--- src/rtl/key_pio_pkg.sv ---
// Key PIO register map and the poll master's state encoding.
package key_pio_pkg;

    localparam logic [1:0] KEY_OFS_DATA = 2'd0;
    localparam logic [1:0] KEY_OFS_MASK = 2'd2;
    localparam logic [1:0] KEY_OFS_EDGE = 2'd3;

    typedef enum logic [2:0] {
        ST_INIT,
        ST_IDLE,
        ST_RD_EDGE,
        ST_WT_EDGE,
        ST_WR_CLR,
        ST_RD_DATA,
        ST_WT_DATA,
        ST_REPORT
    } kpm_state_e;

endpackage

--- src/rtl/poll_timer.sv ---
// Reloadable down-counter: counts toward zero while enabled, then sits at zero
// until reloaded.
module poll_timer #(
    parameter int unsigned PERIOD = 50000
) (
    input  logic clk,
    input  logic reset,
    input  logic en,
    input  logic reload,
    output logic zero
);

    localparam int unsigned     CNT_W = (PERIOD > 1) ? $clog2(PERIOD) : 1;
    localparam logic [CNT_W-1:0] LOAD = CNT_W'(PERIOD - 1);

    logic [CNT_W-1:0] count;

    always_ff @(posedge clk) begin
        if (reset || reload) begin
            count <= LOAD;
        end else if (en && count != '0) begin
            count <= count - 1'b1;
        end
    end

    assign zero = (count == '0);

endmodule

--- src/rtl/key_poll_master.sv ---
// Avalon-MM master that polls the key PIO edge_capture register, clears it,
// snapshots the key levels and offers the result as a single valid/ready event.
module key_poll_master
    import key_pio_pkg::*;
#(
    parameter int unsigned       WIDTH       = 2,
    parameter int unsigned       ADDR_W      = 32,
    parameter logic [ADDR_W-1:0] BASE_ADDR   = '0,
    parameter int unsigned       POLL_PERIOD = 50000
) (
    input  logic              clk,
    input  logic              reset,
    input  logic              enable,
    output logic [ADDR_W-1:0] avm_address,
    output logic              avm_read,
    output logic              avm_write,
    output logic [31:0]       avm_writedata,
    input  logic [31:0]       avm_readdata,
    input  logic              avm_waitrequest,
    input  logic              avm_readdatavalid,
    output logic              event_valid,
    input  logic              event_ready,
    output logic [WIDTH-1:0]  event_edges,
    output logic [WIDTH-1:0]  event_levels
);

    function automatic logic [ADDR_W-1:0] reg_addr(input logic [1:0] ofs);
        return BASE_ADDR + ADDR_W'({ofs, 2'b00});
    endfunction

    kpm_state_e       state;
    logic [WIDTH-1:0] edges_q;
    logic [WIDTH-1:0] rsp_data;
    logic             rsp_vld;
    logic             rsp_cap;
    logic             accept;
    logic             rd_state;
    logic             wt_state;
    logic             tmr_run;
    logic             tmr_zero;
    logic             unused_readdata;

    assign unused_readdata = ^avm_readdata;

    assign accept   = (avm_read || avm_write) && !avm_waitrequest;
    assign rd_state = (state == ST_RD_EDGE) || (state == ST_RD_DATA);
    assign wt_state = (state == ST_WT_EDGE) || (state == ST_WT_DATA);

    // A response is captured either while waiting or on the very edge the read
    // is accepted (zero-latency slave); strobes in any other state are dropped.
    assign rsp_cap = avm_readdatavalid && ((wt_state && !rsp_vld) || (rd_state && accept));

    always_ff @(posedge clk) begin
        if (reset) begin
            rsp_vld  <= 1'b0;
            rsp_data <= '0;
        end else begin
            rsp_vld <= rsp_cap;
            if (rsp_cap) begin
                rsp_data <= avm_readdata[WIDTH-1:0];
            end
        end
    end

    assign tmr_run = (state == ST_IDLE) && enable;

    poll_timer #(
        .PERIOD (POLL_PERIOD)
    ) u_timer (
        .clk    (clk),
        .reset  (reset),
        .en     (tmr_run),
        .reload (tmr_run && tmr_zero),
        .zero   (tmr_zero)
    );

    // Commands are launched on the edge that enters their state, so the bus
    // registers stay stable for as long as waitrequest holds them off.
    always_ff @(posedge clk) begin
        if (reset) begin
            state         <= ST_INIT;
            avm_read      <= 1'b0;
            avm_write     <= 1'b0;
            avm_address   <= BASE_ADDR;
            avm_writedata <= '0;
            edges_q       <= '0;
            event_valid   <= 1'b0;
            event_edges   <= '0;
            event_levels  <= '0;
        end else begin
            case (state)
                ST_INIT: begin
                    if (!avm_write) begin
                        avm_write     <= 1'b1;
                        avm_address   <= reg_addr(KEY_OFS_MASK);
                        avm_writedata <= '0;
                    end else if (!avm_waitrequest) begin
                        avm_write <= 1'b0;
                        state     <= ST_IDLE;
                    end
                end
                ST_IDLE: begin
                    if (enable && tmr_zero) begin
                        avm_read    <= 1'b1;
                        avm_address <= reg_addr(KEY_OFS_EDGE);
                        state       <= ST_RD_EDGE;
                    end
                end
                ST_RD_EDGE: begin
                    if (!avm_waitrequest) begin
                        avm_read <= 1'b0;
                        state    <= ST_WT_EDGE;
                    end
                end
                ST_WT_EDGE: begin
                    if (rsp_vld) begin
                        edges_q <= rsp_data;
                        if (rsp_data == '0) begin
                            state <= ST_IDLE;
                        end else begin
                            avm_write     <= 1'b1;
                            avm_address   <= reg_addr(KEY_OFS_EDGE);
                            avm_writedata <= 32'(rsp_data);
                            state         <= ST_WR_CLR;
                        end
                    end
                end
                ST_WR_CLR: begin
                    if (!avm_waitrequest) begin
                        avm_write   <= 1'b0;
                        avm_read    <= 1'b1;
                        avm_address <= reg_addr(KEY_OFS_DATA);
                        state       <= ST_RD_DATA;
                    end
                end
                ST_RD_DATA: begin
                    if (!avm_waitrequest) begin
                        avm_read <= 1'b0;
                        state    <= ST_WT_DATA;
                    end
                end
                ST_WT_DATA: begin
                    if (rsp_vld) begin
                        event_edges  <= edges_q;
                        event_levels <= rsp_data;
                        event_valid  <= 1'b1;
                        state        <= ST_REPORT;
                    end
                end
                ST_REPORT: begin
                    if (event_valid && event_ready) begin
                        event_valid <= 1'b0;
                        state       <= ST_IDLE;
                    end
                end
                default: state <= ST_INIT;
            endcase
        end
    end

endmodule

--- config.mk ---
export PLATFORM = sky130hd
export DESIGN_NAME = key_poll_master
export DESIGN_NICKNAME = d
export VERILOG_FILES = /design/src/rtl/key_pio_pkg.sv /design/src/rtl/poll_timer.sv /design/src/rtl/key_poll_master.sv
export SDC_FILE = /design/constraint.sdc
export NUM_CORES = 1
export LEC_CHECK = 0
export ABC_AREA = 1
export CAP_MARGIN = 10
export CORE_UTILIZATION = 45
export DETAILED_ROUTE_END_ITERATION = 10
export GPL_TIMING_DRIVEN = 0
export PLACE_DENSITY = 0.86
export SLEW_MARGIN = 20
export SYNTH_ARGS = -nofsm -noshare
export SYNTH_HDL_FRONTEND = slang
export SYNTH_SLANG_ARGS = --single-unit
--- constraint.sdc ---
create_clock -name clk -period 3.6 [get_ports clk]
set_input_delay 0.54 -clock clk [delete_from_list [all_inputs] [get_ports clk]]
set_output_delay 0.54 -clock clk [all_outputs]
set_load 0.005 [all_outputs]
==> Word-level counts from Yosys, hierarchy flattened <==
Index checks and enable logic that the tools add are counted.
{ "word_totals": {"out_inout_bits": 71, "register_bits": 95, "elab_cells": 99} }
{ "op_classes": {"eq_ne": 19, "add_sub_neg": 1, "n_reduce_logical": 34, "mux": 33} }
{ "ops": {"columns": ["op", "n"], "rows": [
  ["$mux 32", 8],
  ["$pmux 32 s4", 1],
  ["$pmux 32 s2", 1],
  ["$mux 3", 10],
  ["$pmux 3 s8", 1],
  ["$ne 2x2->1 const B", 11],
  ["$logic_not 16->1", 1],
  ["$reduce_bool 16->1", 1],
  ["$sub 16x1->16 const B", 1],
  ["$eq 3x3->1 const B", 4],
  ["$reduce_and 4->1", 3],
  ["$logic_and 1x1->1", 9],
  ["$mux 1", 9],
  ["$reduce_and 9->1", 1],
  ["$eq 3x2->1 const B", 2],
  ["$pmux 1 s3", 2],
  ["$reduce_and 6->1", 1],
  ["$reduce_bool 3->1", 2],
  ["$logic_or 1x1->1", 5],
  ["$reduce_and 2->1", 2],
  ["$reduce_bool 2->1", 2],
  ["$reduce_bool 4->1", 1],
  ["$eq 3x1->1 const B", 1],
  ["$logic_not 3->1", 1],
  ["other kinds (6)", 7]
]} }

==> Depth between registers and ports, before layout <==
{ "logic_depth": {"depth_word": 5, "mapped_depth": 12} }

==> Modules after synthesis <==
A second synthesis with hierarchy kept.
{ "unflattened": {"hier_cells": 362, "area_unflattened_um2": 2418.6} }
{ "by_module_without_submodules": {"columns": ["mod", "instances", "area_each_um2", "cells_per_inst"], "rows": [
  ["key_poll_master", 1, 1468.9, 216],
  ["poll_timer", 1, 949.7, 146]
]} }

==> Least setup slack after synthesis <==
Ideal clock, no wire load.
{ "synth_timing": {"path_kind": "reg-to-reg", "start": "register u_timer.count[0]", "end": "register u_timer.count[0]", "path_slack_ns": 2.162, "t_arrival_ns": 1.315, "synth_period_minus_slack_ns": 1.438, "stages_incl_launch_ff": 10, "cell_sequence": "dfxtp_1 > inv_1 > ha_1 > nand2_2 > nor2_4 > nand2_1 > o21ai_2 > buf_4 > a21oi_1 > o21ai_0"} }
{ "synth_between": {"elab_chain_cells": 3} }
{ "synth_rtl": {"columns": ["element", "line", "text"], "rows": [
  ["from (decl)", "poll_timer.sv:16", "logic [CNT_W-1:0] count;"],
  ["from (signal assigned)", "poll_timer.sv:22", "count <= count - 1'b1;"],
  ["parallel branches: the longest is 3 deep, another holds $sub 16x1->16", null, null]
]} }
Parallel ways; which one is timed is not known.
A chain may end at the register's enable or synchronous reset.

==> Worst setup path in the final report <==
{ "layout_timing": {"start": "register avm_write", "end": "output avm_write"} }
{ "layout_lines": {"columns": ["element", "line", "text"], "rows": [
  ["from (decl)", "key_poll_master.sv:16", "output logic avm_write,"],
  ["from (signal assigned)", "key_poll_master.sv:83", "avm_write <= 1'b0;"],
  ["from (signal assigned)", "key_poll_master.sv:94", "avm_write <= 1'b1;"],
  ["from (signal assigned)", "key_poll_master.sv:98", "avm_write <= 1'b0;"]
]} }
No word-level cell between the ends.

==> flow_results.org <==
** Cells and area
- The post-route netlist has 24.2% of its cells at a drive strength greater than 1.
- Relative to the synthesized area, the layout overhead comes to 23.9%.
- Fillcell total :: 490
- NumNets Final :: 463
- Antenna Cells :: 0
- Leaving out fill and tap cells, the most frequent cell in the layout is sky130_fd_sc_hd__nand2_1.
- Leading cell types in the layout, fill and taps excluded :: sky130_fd_sc_hd__nand2_1, sky130_fd_sc_hd__buf_4, sky130_fd_sc_hd__conb_1, sky130_fd_sc_hd__nor2_1, sky130_fd_sc_hd__dfxtp_1
- The count of cells in the finished layout, fillers not included, comes to 495.

** STA
- Slew Limit Fails :: 0
- Final Hold Viols :: 0
- Largest clock skew in the final design :: 0.0106 ns
- Shortest period the worst path allows :: 1.76 ns
- RSZ-0062 raised after global routing :: false
- Setup violations remaining at the end of the flow were counted as 0.
- Dividing the final minimum period by the clock period gives 49.0%.
- Total negative setup slack :: 0 ns
- Peak clock frequency supported by timing :: 0.567 GHz

** Yosys
- The top cell type by area accounts for 29.0% of the synthesized area.
- Gate count after technology mapping :: 340
- Synthesis-stage register bit count :: 35
- The netlist uses 34 different library cells.
- YS warnings :: 0
- Sequential cell area fraction in the yosys report :: 29.0%
- Synthesized area per cell :: 7.11 um2
- Summing every instance area after synthesis gives 0.00242 mm2.
- Cell type contributing the most total cell area after synthesis :: sky130_fd_sc_hd__dfxtp_1
- Most area-consuming cells after synthesis :: sky130_fd_sc_hd__dfxtp_1, sky130_fd_sc_hd__buf_4, sky130_fd_sc_hd__nand2_1, sky130_fd_sc_hd__nor2_1, sky130_fd_sc_hd__a21oi_1

** Placement
- Half-perimeter wire length after placement :: 3.88 mm
- The count of buffers added on input and output ports is 18.
- Once placement completed, the tool counted placed cells totaling 487.
- The congestion estimate from routability-driven global placement came to 0.974.

** Drt
- Vias :: 2,141
- For this run, design rule violations remaining after detail routing come to 0.
- The detailed router finished its first iteration with 95 violations.
- Mean number of vias per cell :: 4.33
- Final wirelength :: 4.82 mm
- Drt pass-1 iters :: 4
- Antenna violation net count after detailed routing :: 0
- Final routed wire length divided by cell count :: 9.74 um

** Hold path
- The worst hold path begins at event_valid.
- The path class of the tightest hold or removal check is reg2reg.
- Worst hold path stage count :: 2
- For hold timing, the worst endpoint is event_valid.

** Floorplanning
- Total Die Area :: 0.00567 mm2
- Core area :: 0.00514 mm2
- The floorplan step set the die height to 75.3 um.
- Number of placement rows :: 26
- # IOs :: 109
- Width of the die :: 75.3 um
- The initial utilization of the core area, before any placement, comes to 47.1%.

** Worst setup path
- CP top delay family :: buffers and inverters
- Counting both buffers and inverters, the worst setup path holds a total of 1.
- CP Class :: reg2out
- CP arrival :: 1.22 ns
- STA classifies the critical path startpoint as a flip-flop.
- Worst r2r src :: u_timer.count[0]
- Worst reg2reg path depth :: 9
- The largest individual stage delay along the critical path comes from the cell sky130_fd_sc_hd__clkdlybuf4s50_1.
- Crit-path cells :: clkdlybuf4s50_1
- Critical Path Max Stage Delay :: 0.53 ns
- Across all register-to-register paths, the minimum setup slack is 1.98 ns.
- Largest fanout on the critical path :: 5
- The endpoint identified for the worst register-to-register timing path is u_timer.count[0].
- STA puts the critical path data required time at 3.06 ns.
- Crit end category :: output pin

** Global route
- Across every metal layer, demand over resource in global routing totals 17.8%.
- The via count of the first global-routing pass was 1,882.
- For this run the aggregate overflow at the end of global routing stands at 0.
- Maximum number of pins on one net before global-route repair :: 13
- First-pass GRT wire length :: 7.78 mm
- Antenna violations before repair :: 0

** Power
- VDD IR-drop max :: 0.000258 V
- For this design the static power due to leakage is 1.46 nW.
- For this design the ratio of total power to cell area is 447 mW/mm2.

** CTS
- Number of gates resized after CTS :: 0
- Clock latency on the worst-skew pair :: 0.29 ns
- Clock net sink count :: 35
- In this run the clock root is driven by a sky130_fd_sc_hd__clkbuf_8.
- Clock tree from TritonCTS :: yes
- Clock transition at the registers of the reported paths :: 0.07 ns
- Buffers inserted to repair hold after CTS numbered 0.
- The number of clock buffers added by TritonCTS is 5.
- After clock tree synthesis, the setup repair step added 0 buffers.
- The H-tree was split into 2 levels.
- No sink is reached through more buffers than the 2 on the longest clock path.

** Job
- Maxcap violations :: 0

** Status
- The run finished with clean final reports.
## cells in the mapped netlist
master / count
sky130_fd_sc_hd__a21oi_1: 21
sky130_fd_sc_hd__nor2_4: 2
sky130_fd_sc_hd__nand3_1: 19
sky130_fd_sc_hd__o21ai_2: 2
sky130_fd_sc_hd__or2_0: 1
sky130_fd_sc_hd__o211ai_1: 3
sky130_fd_sc_hd__nand2_4: 2
sky130_fd_sc_hd__buf_12: 1
sky130_fd_sc_hd__buf_4: 61
sky130_fd_sc_hd__o211a_1: 1
sky130_fd_sc_hd__nor2_2: 7
sky130_fd_sc_hd__nand2_1: 69
sky130_fd_sc_hd__nor3_1: 3
sky130_fd_sc_hd__nand3b_1: 1
sky130_fd_sc_hd__xnor2_1: 1
sky130_fd_sc_hd__nand2_2: 4
sky130_fd_sc_hd__o21ai_0: 7
sky130_fd_sc_hd__ha_1: 1
sky130_fd_sc_hd__o22ai_1: 1
sky130_fd_sc_hd__nand4_1: 7
sky130_fd_sc_hd__dfxtp_1: 35
sky130_fd_sc_hd__xor2_1: 8
sky130_fd_sc_hd__conb_1: 1
sky130_fd_sc_hd__inv_1: 23
sky130_fd_sc_hd__o31ai_1: 1
sky130_fd_sc_hd__a21oi_2: 4
sky130_fd_sc_hd__inv_2: 4
sky130_fd_sc_hd__nand3_2: 3
sky130_fd_sc_hd__o21ai_1: 1
sky130_fd_sc_hd__nor2_1: 40
sky130_fd_sc_hd__nor2_8: 1
sky130_fd_sc_hd__a21oi_4: 1
sky130_fd_sc_hd__dlygate4sd1_1: 1
sky130_fd_sc_hd__buf_6: 3
## sequential cells by signal, summed over array words and instances, names as in the netlist
| register | count |
|---|---|
| avm_address | 2 |
| avm_read | 1 |
| avm_write | 1 |
| avm_writedata | 2 |
| edges_q | 2 |
| event_edges | 2 |
| event_levels | 2 |
| event_valid | 1 |
| rsp_data | 2 |
| rsp_vld | 1 |
| state | 3 |
| u_timer.count | 16 |
## power by group
group	switching, mW	leakage [nW]	total [mW]	internal (mW)
logic	0.338	1.13	0.584	0.245
registers	0.0409	0.284	0.474	0.433
clock network	0.147	0.0402	0.282	0.135
## final cells by class
| type | count | area (um2) | area share, % |
|---|---|---|---|
| clock buffer | 5 | 68.8 | 2.30 |
| sequential | 35 | 701 | 23.4 |
| clock inverter | 3 | 20.0 | 0.668 |
| tap | 70 | 87.6 | 2.92 |
| buffer | 66 | 520 | 17.4 |
| timing repair buffer | 18 | 180 | 6.01 |
| inverter | 27 | 101 | 3.38 |
| multi-input combinational | 271 | 1320 | 44.0 |
## kinds of logic (layout without fill, tap and decap cells)
group,count (synthesis),after routing,share of synthesized area [%]
flops,35,35,29.0
xor+xnor,9,9,3.26
fa+ha+maj,1,1,0.517
simple gates,159,159,30.6
other cells,1,60,0.155
buf+inv,93,119,25.7
compound gates,42,42,10.8
## worst max-delay path by stage
stage | from | end | slack (ns) | cells after the start
3_5_place_dp | enable | u_timer.count[5] | 1.69 | 6
4_1_cts | avm_write | avm_write | 1.84 | 1
3_3_place_gp | avm_waitrequest | state[0] | 1.72 | 10
5_1_grt | avm_write | avm_write | 1.78 | 1
6_report | avm_write | avm_write | 1.84 | 1
2_1_floorplan | u_timer.count[0] | u_timer.count[0] | 2.16 | 9
## per-stage QoR
| step | instance area, um2 | utilization, % | hold WS, ns | worst slack [ns] | total power [mW] |
|---|---|---|---|---|---|
| after floorplan | 2640 | - | 0.439 | 2.16 | 0.932 |
| after CTS | 3000 | 58.3 | 0.466 | 1.84 | 1.34 |
| final | 3000 | 58.3 | 0.462 | 1.84 | 1.34 |
| after global routing | 3000 | 58.3 | 0.482 | 1.78 | 1.45 |
| after global placement | 2910 | 56.6 | 0.447 | 1.72 | 1.04 |
| after detailed placement | 2910 | 56.6 | 0.455 | 1.69 | 1.06 |
## metal layers
| layer | wire, um | global-route usage [%] |
|---|---|---|
| met1 | 1980 | 20.1 |
| met4 | 19 | 5.14 |
| met2 | 2550 | 33.7 |
| met5 | 0 | 0 |
| met3 | 267 | 3.70 |
Power figures use the tool's default switching activity.
==> RTL change 1 (same flow settings) <==
Set the parameter `ADDR_W` to 64 (it was 32).
--- a/src/rtl/key_poll_master.sv
+++ b/src/rtl/key_poll_master.sv
@@ -4,7 +4,7 @@
     import key_pio_pkg::*;
 #(
     parameter int unsigned       WIDTH       = 2,
-    parameter int unsigned       ADDR_W      = 32,
+    parameter int unsigned       ADDR_W      = 64,
     parameter logic [ADDR_W-1:0] BASE_ADDR   = '0,
     parameter int unsigned       POLL_PERIOD = 50000
 ) (
Ports: changed (resized avm_address); port bits go from 109 to 141. No check against the original RTL was run, so the function may have changed too.
==> RTL change 1 against the original RTL <==
  * Clock skew is 0.0049 ns lower
  * Count of clock-buffer cells in the layout increased by 1
  * Via count grew 7.6%
  * Cell area is 13% higher
  * Setup slack worse by 0.032 ns
  * Routed wire length is 6.3% higher
  * Utilization up 2.1 points
  * Critical path depth did not move
  * Largest power group unchanged
  * Power increased by 9.0%
  * Sequential cell count did not move
  * Area after synthesis is 9.9% higher
  * Final cell count grew 13%
  * Highest routed layer unchanged
  * Maximum frequency decreased by 1.8%
==> RTL change 1: results (changes against the original RTL) <==
synth:
  ys_seq_area_share_pct: 26.4  # -2.6 points
  synth_cells: 372  # +9.4%
  synth_commonest_cells: "sky130_fd_sc_hd__buf_4, sky130_fd_sc_hd__nand2_1, sky130_fd_sc_hd__nor2_1, sky130_fd_sc_hd__dfxtp_1, sky130_fd_sc_hd__inv_1"
  synth_top_cells_by_area: "sky130_fd_sc_hd__dfxtp_1, sky130_fd_sc_hd__buf_4, sky130_fd_sc_hd__nand2_1"
placed_design:
  place_hpwl_um: 4080  # +5.0%
  dpl.cell_count: 553  # +14%
  gp_routability_congestion: 0.960  # -1.3%
clock_tree:
  post_cts_resized: 0  # unchanged
  htree_levels: 2  # unchanged
layout:
  nets: 527  # +14%
  post_route_non_filler_standard_cell_count: 561  # +13%
  fillCellCount: 533  # +8.8%
  insertedDiodeCount: 0  # unchanged
power:
  vdd_drop_max_mv: 0.221  # -14%
  leakage_uw: 0.00176  # +21%
run_status:
  status: "finished clean"
routing:
  drt_pre_antenna_iters: 4  # unchanged
  number_of_violations_reported_at_the_end_of_detailed_routing_iteration_0: 110  # +16%
  routed_wire_per_std_cell_um: 9.14  # -6.2%
global_routing:
  grt_usage_pct: 16.7  # -1.2 points
  largest_net_degree_at_the_start_of_global_routing: 12  # -1
  first_pass_grt_wire_length_um: 8310  # +6.8%
  grt_pass1_vias: 1991  # +5.8%
worst_setup_path:
  cp.arrival_ns: 1.26  # +0.04 ns
timing:
  fin_worst_skew_ns: 0.00571  # -0.00490 ns
==> RTL change 1: cell count changes after synthesis, sizes merged <==
| cell | unedited run | this run |
|---|---|---|
| buf | 65 | 97 |
==> RTL change 1: worst paths after layout <==
kind	from	endpoint	slack (ns)	depth (start not counted)
min	event_levels[1]$_SDFFE_PP0P_	event_levels[1]$_SDFFE_PP0P_	0.46	2
max reg2reg	u_timer.count[0]$_SDFFE_PP1P_	u_timer.count[1]$_SDFFE_PP1P_	1.98	9
min reg2reg	event_levels[1]$_SDFFE_PP0P_	event_levels[1]$_SDFFE_PP0P_	0.46	2
max	avm_write$_SDFFE_PP0P_	avm_write	1.80	1
==> RTL change 1: kinds of logic after synthesis <==
kind of cell / after synthesis / share of synthesized area (%)
flip-flops: 35 / 26.4
AND/OR/NAND/NOR: 159 / 27.9
XOR/XNOR: 9 / 2.96
AO/OA/AOI/OAI: 42 / 9.79
adder cells (fa/ha/maj): 1 / 0.471
other: 1 / 0.141
buffers and inverters: 125 / 32.4
==> RTL change 1: routing by layer <==
metal | wire length, um | vias up | share of wire (%) | track usage [%]
li1 | - | 1229 | - | -
met1 | 2050 | 986 | 40 | 18.1
met2 | 2610 | 82 | 51 | 32.0
met3 | 396 | 7 | 7.7 | 3.45
met4 | 61 | 0 | 1.2 | 5.27
met5 | 0 | - | 0 | 0
==> RTL change 1: cell type report <==
cell class	count	area share [%]
Buffer	98	22.5
Clock buffer	6	2.44
Clock inverter	2	1.03
Inverter	27	2.99
Multi-Input combinational cell	303	42.4
Sequential cell	35	20.7
Tap cell	72	2.66
Timing Repair Buffer	18	5.32
==> RTL change 1: metrics by stage <==
step	instance area [um^2]	hold WS, ns	total power, uW	util [%]	setup WS [ns]
floorplan	3000	0.439	964	-	2.16
global placement	3270	0.448	1070	58.3	1.74
detailed placement	3270	0.455	1090	58.3	1.73
CTS	3390	0.466	1460	60.4	1.81
global route	3390	0.482	1560	60.4	1.77
finish	3390	0.465	1460	60.4	1.80
==> RTL change 1: report_power, final <==
part | total (uW) | switching (uW) | internal (uW) | leakage [uW]
sequential | 473 | 40.1 | 433 | 0.000284
clock | 369 | 145 | 224 | 0.0000612
combinational | 617 | 350 | 267 | 0.00141
==> RTL change 2 (same settings) <==
Without the edit above. The 8 states of `kpm_state_e` get a one-hot encoding in 8 bits.
--- a/src/rtl/key_pio_pkg.sv
+++ b/src/rtl/key_pio_pkg.sv
@@ -5,15 +5,15 @@
     localparam logic [1:0] KEY_OFS_MASK = 2'd2;
     localparam logic [1:0] KEY_OFS_EDGE = 2'd3;
 
-    typedef enum logic [2:0] {
-        ST_INIT,
-        ST_IDLE,
-        ST_RD_EDGE,
-        ST_WT_EDGE,
-        ST_WR_CLR,
-        ST_RD_DATA,
-        ST_WT_DATA,
-        ST_REPORT
+    typedef enum logic [7:0] {
+        ST_INIT    = 8'b00000001,
+        ST_IDLE    = 8'b00000010,
+        ST_RD_EDGE = 8'b00000100,
+        ST_WT_EDGE = 8'b00001000,
+        ST_WR_CLR  = 8'b00010000,
+        ST_RD_DATA = 8'b00100000,
+        ST_WT_DATA = 8'b01000000,
+        ST_REPORT  = 8'b10000000
     } kpm_state_e;
 
 endpackage
Check against the original RTL: no difference found for any inputs over 10 cycles, from zero or initial values and one cycle with reset high; not proved beyond that.
==> RTL change 2 against the original RTL <==
  * Count of clock-buffer cells in the layout unchanged
  * Routed wire length rose by 19%
  * Via count up 16%
  * Clock skew fell by 0.00066 ns
  * Power increased by 34%
  * Setup slack got worse by 0.14 ns
  * Sequential cell count rose by 5
  * Cell area rose by 11%
  * Sequential share of layout area grew 0.75 points
  * Area after synthesis rose by 13%
  * Final cell count increased by 13%
==> RTL change 2: results (changes against the original RTL) <==
layout:
  nets: 524  # +13%
  fillCellCount: 535  # +9.2%
  registers_with_the_highest_flip_flop_counts: "u_timer.count x16, state x8"
  top_register: "u_timer.count"
  final_layout_size_suffix_gt1_share_pct: 20.6  # -3.6 points
power:
  vdd_drop_max_mv: 0.303  # +17%
  leakage_uw: 0.00169  # +16%
synth:
  async_flop_share_pct: 0  # unchanged
  synth_top_cells_by_area: "sky130_fd_sc_hd__dfxtp_1, sky130_fd_sc_hd__buf_4, sky130_fd_sc_hd__nand2_1"
  synth.distinct_cells: 33  # -2.9%
  synthAdderAreaFrac_pct: 0.920  # +0.40 points
  synthMuxAreaShare_pct: 0  # unchanged
  post_synthesis_xor_xnor_area_fraction_pct: 3.22  # -0.041 points
  ys_seq_area_share_pct: 29.4  # +0.45 points
  dominant_combinational_cell_family_by_area_after_synthesis: "simple AND/OR/NAND/NOR gates"
  synth_compound_gate_area_share_pct: 9.24  # -1.5 points
  synth_commonest_cells: "sky130_fd_sc_hd__nand2_1, sky130_fd_sc_hd__nor2_1, sky130_fd_sc_hd__buf_4, sky130_fd_sc_hd__dfxtp_1, sky130_fd_sc_hd__inv_1"
  ys.warnings.count: 0  # unchanged
worst_setup_path:
  cp.arrival_ns: 2.14  # +0.92 ns
  cpPeakStageDelay_ns: 0.57  # +0.04 ns
  worst_path_dominant_cell_family: "simple AND/OR/NAND/NOR gates"
  crit_path_max_fanout: 6  # +1
routing:
  route.final.wire_length_um: 5740  # +19%
  post_drt_via_cell_ratio: 4.45  # +2.9%
  number_of_violations_reported_at_the_end_of_detailed_routing_iteration_0: 147  # +55%
placed_design:
  port_buffers: 17  # -1
  gp_routability_congestion: 0.960  # -1.4%
  post_dp_cell_area_um2: 3200  # +10%
  place_hpwl_um: 4440  # +14%
global_routing:
  first_pass_grt_wire_length_um: 9650  # +24%
  grt_usage_pct: 19.2  # +1.3 points
  grt_pass1_vias: 2266  # +20%
  largest_net_degree_at_the_start_of_global_routing: 15  # +2
clock_tree:
  post_cts_resized: 0  # unchanged
  cts.reportedPaths.clkPinSlew_ns: 0.09  # +0.02 ns
timing:
  fin_worst_skew_ns: 0.00995  # -0.000663 ns
run_status:
  status: "finished clean"
-- RTL change 2: cell count changes after synthesis, sizes merged, moves of 5 or more --
cell,before,now
inv,27,34
nor2,50,71
dfxtp,35,40
nand3,22,27
nand2,75,96
-- RTL change 2: logic make-up after synthesis --
family                   count (synthesis)
buffers and inverters                  100
AO/OA/AOI/OAI                           43
flip-flops                              40
XOR/XNOR                                10
adder cells (fa/ha/maj)                  2
AND/OR/NAND/NOR                        205
other                                    1
-- RTL change 2: tightest hold or removal path, stage by stage, from the launching register on --
cell and delay [ns]:
sky130_fd_sc_hd__dfxtp_1 0.32, sky130_fd_sc_hd__inv_1 0.05, sky130_fd_sc_hd__a21oi_1 0.05
-- RTL change 2: power by group --
part           internal [uW]  leakage [uW]  total (uW)  switching (uW)
registers                505      0.000325         554            49.1
clock network            209     0.0000548         388             179
logic                    332       0.00131         846             515
-- RTL change 2: path summary, 6_finish.rpt --
kind                                                     from                            end  slack, ns  depth (start not counted)
worst max-delay path                          avm_waitrequest          state[3]$_SDFFE_PP0P_       1.70                          9
worst min-delay path              avm_address[2]$_SDFFE_PP0P_    avm_address[2]$_SDFFE_PP0P_       0.45                          2
worst max register to register  u_timer.count[0]$_SDFFE_PP1P_  u_timer.count[4]$_SDFFE_PP0P_       1.87                          9
worst min register to register    avm_address[2]$_SDFFE_PP0P_    avm_address[2]$_SDFFE_PP0P_       0.45                          2
-- RTL change 2: metal layers --
metal	routed length (um)	global-route usage, %	part of all wire [%]	vias up
met5	0	0	0	-
met3	423	3.54	7.4	12
met4	95	8.39	1.7	0
li1	-	-	-	1316
met2	2700	32.4	47	94
met1	2520	23.7	44	1058
-- RTL change 2: per-stage QoR --
stage | hold slack (ns) | setup WS (ns) | instances
final | 0.448 | 1.70 | 557
after global routing | 0.482 | 1.61 | 557
after CTS | 0.448 | 1.72 | 557
after detailed placement | 0.435 | 1.41 | 549
after global placement | 0.436 | 1.42 | 549
after floorplan | 0.437 | 2.14 | 460
-- RTL change 2: final cells by class --
cell class              count  area, um^2  share of cell area, %
clock buffers               5        68.8                   2.07
inverters                  36         136                   4.11
repair buffers             17         170                   5.13
clock inverters             3        46.3                   1.40
flip-flops and latches     40         801                   24.1
multi-input cells         320        1520                   45.9
well taps                  72        90.1                   2.71
plain buffers              64         482                   14.5
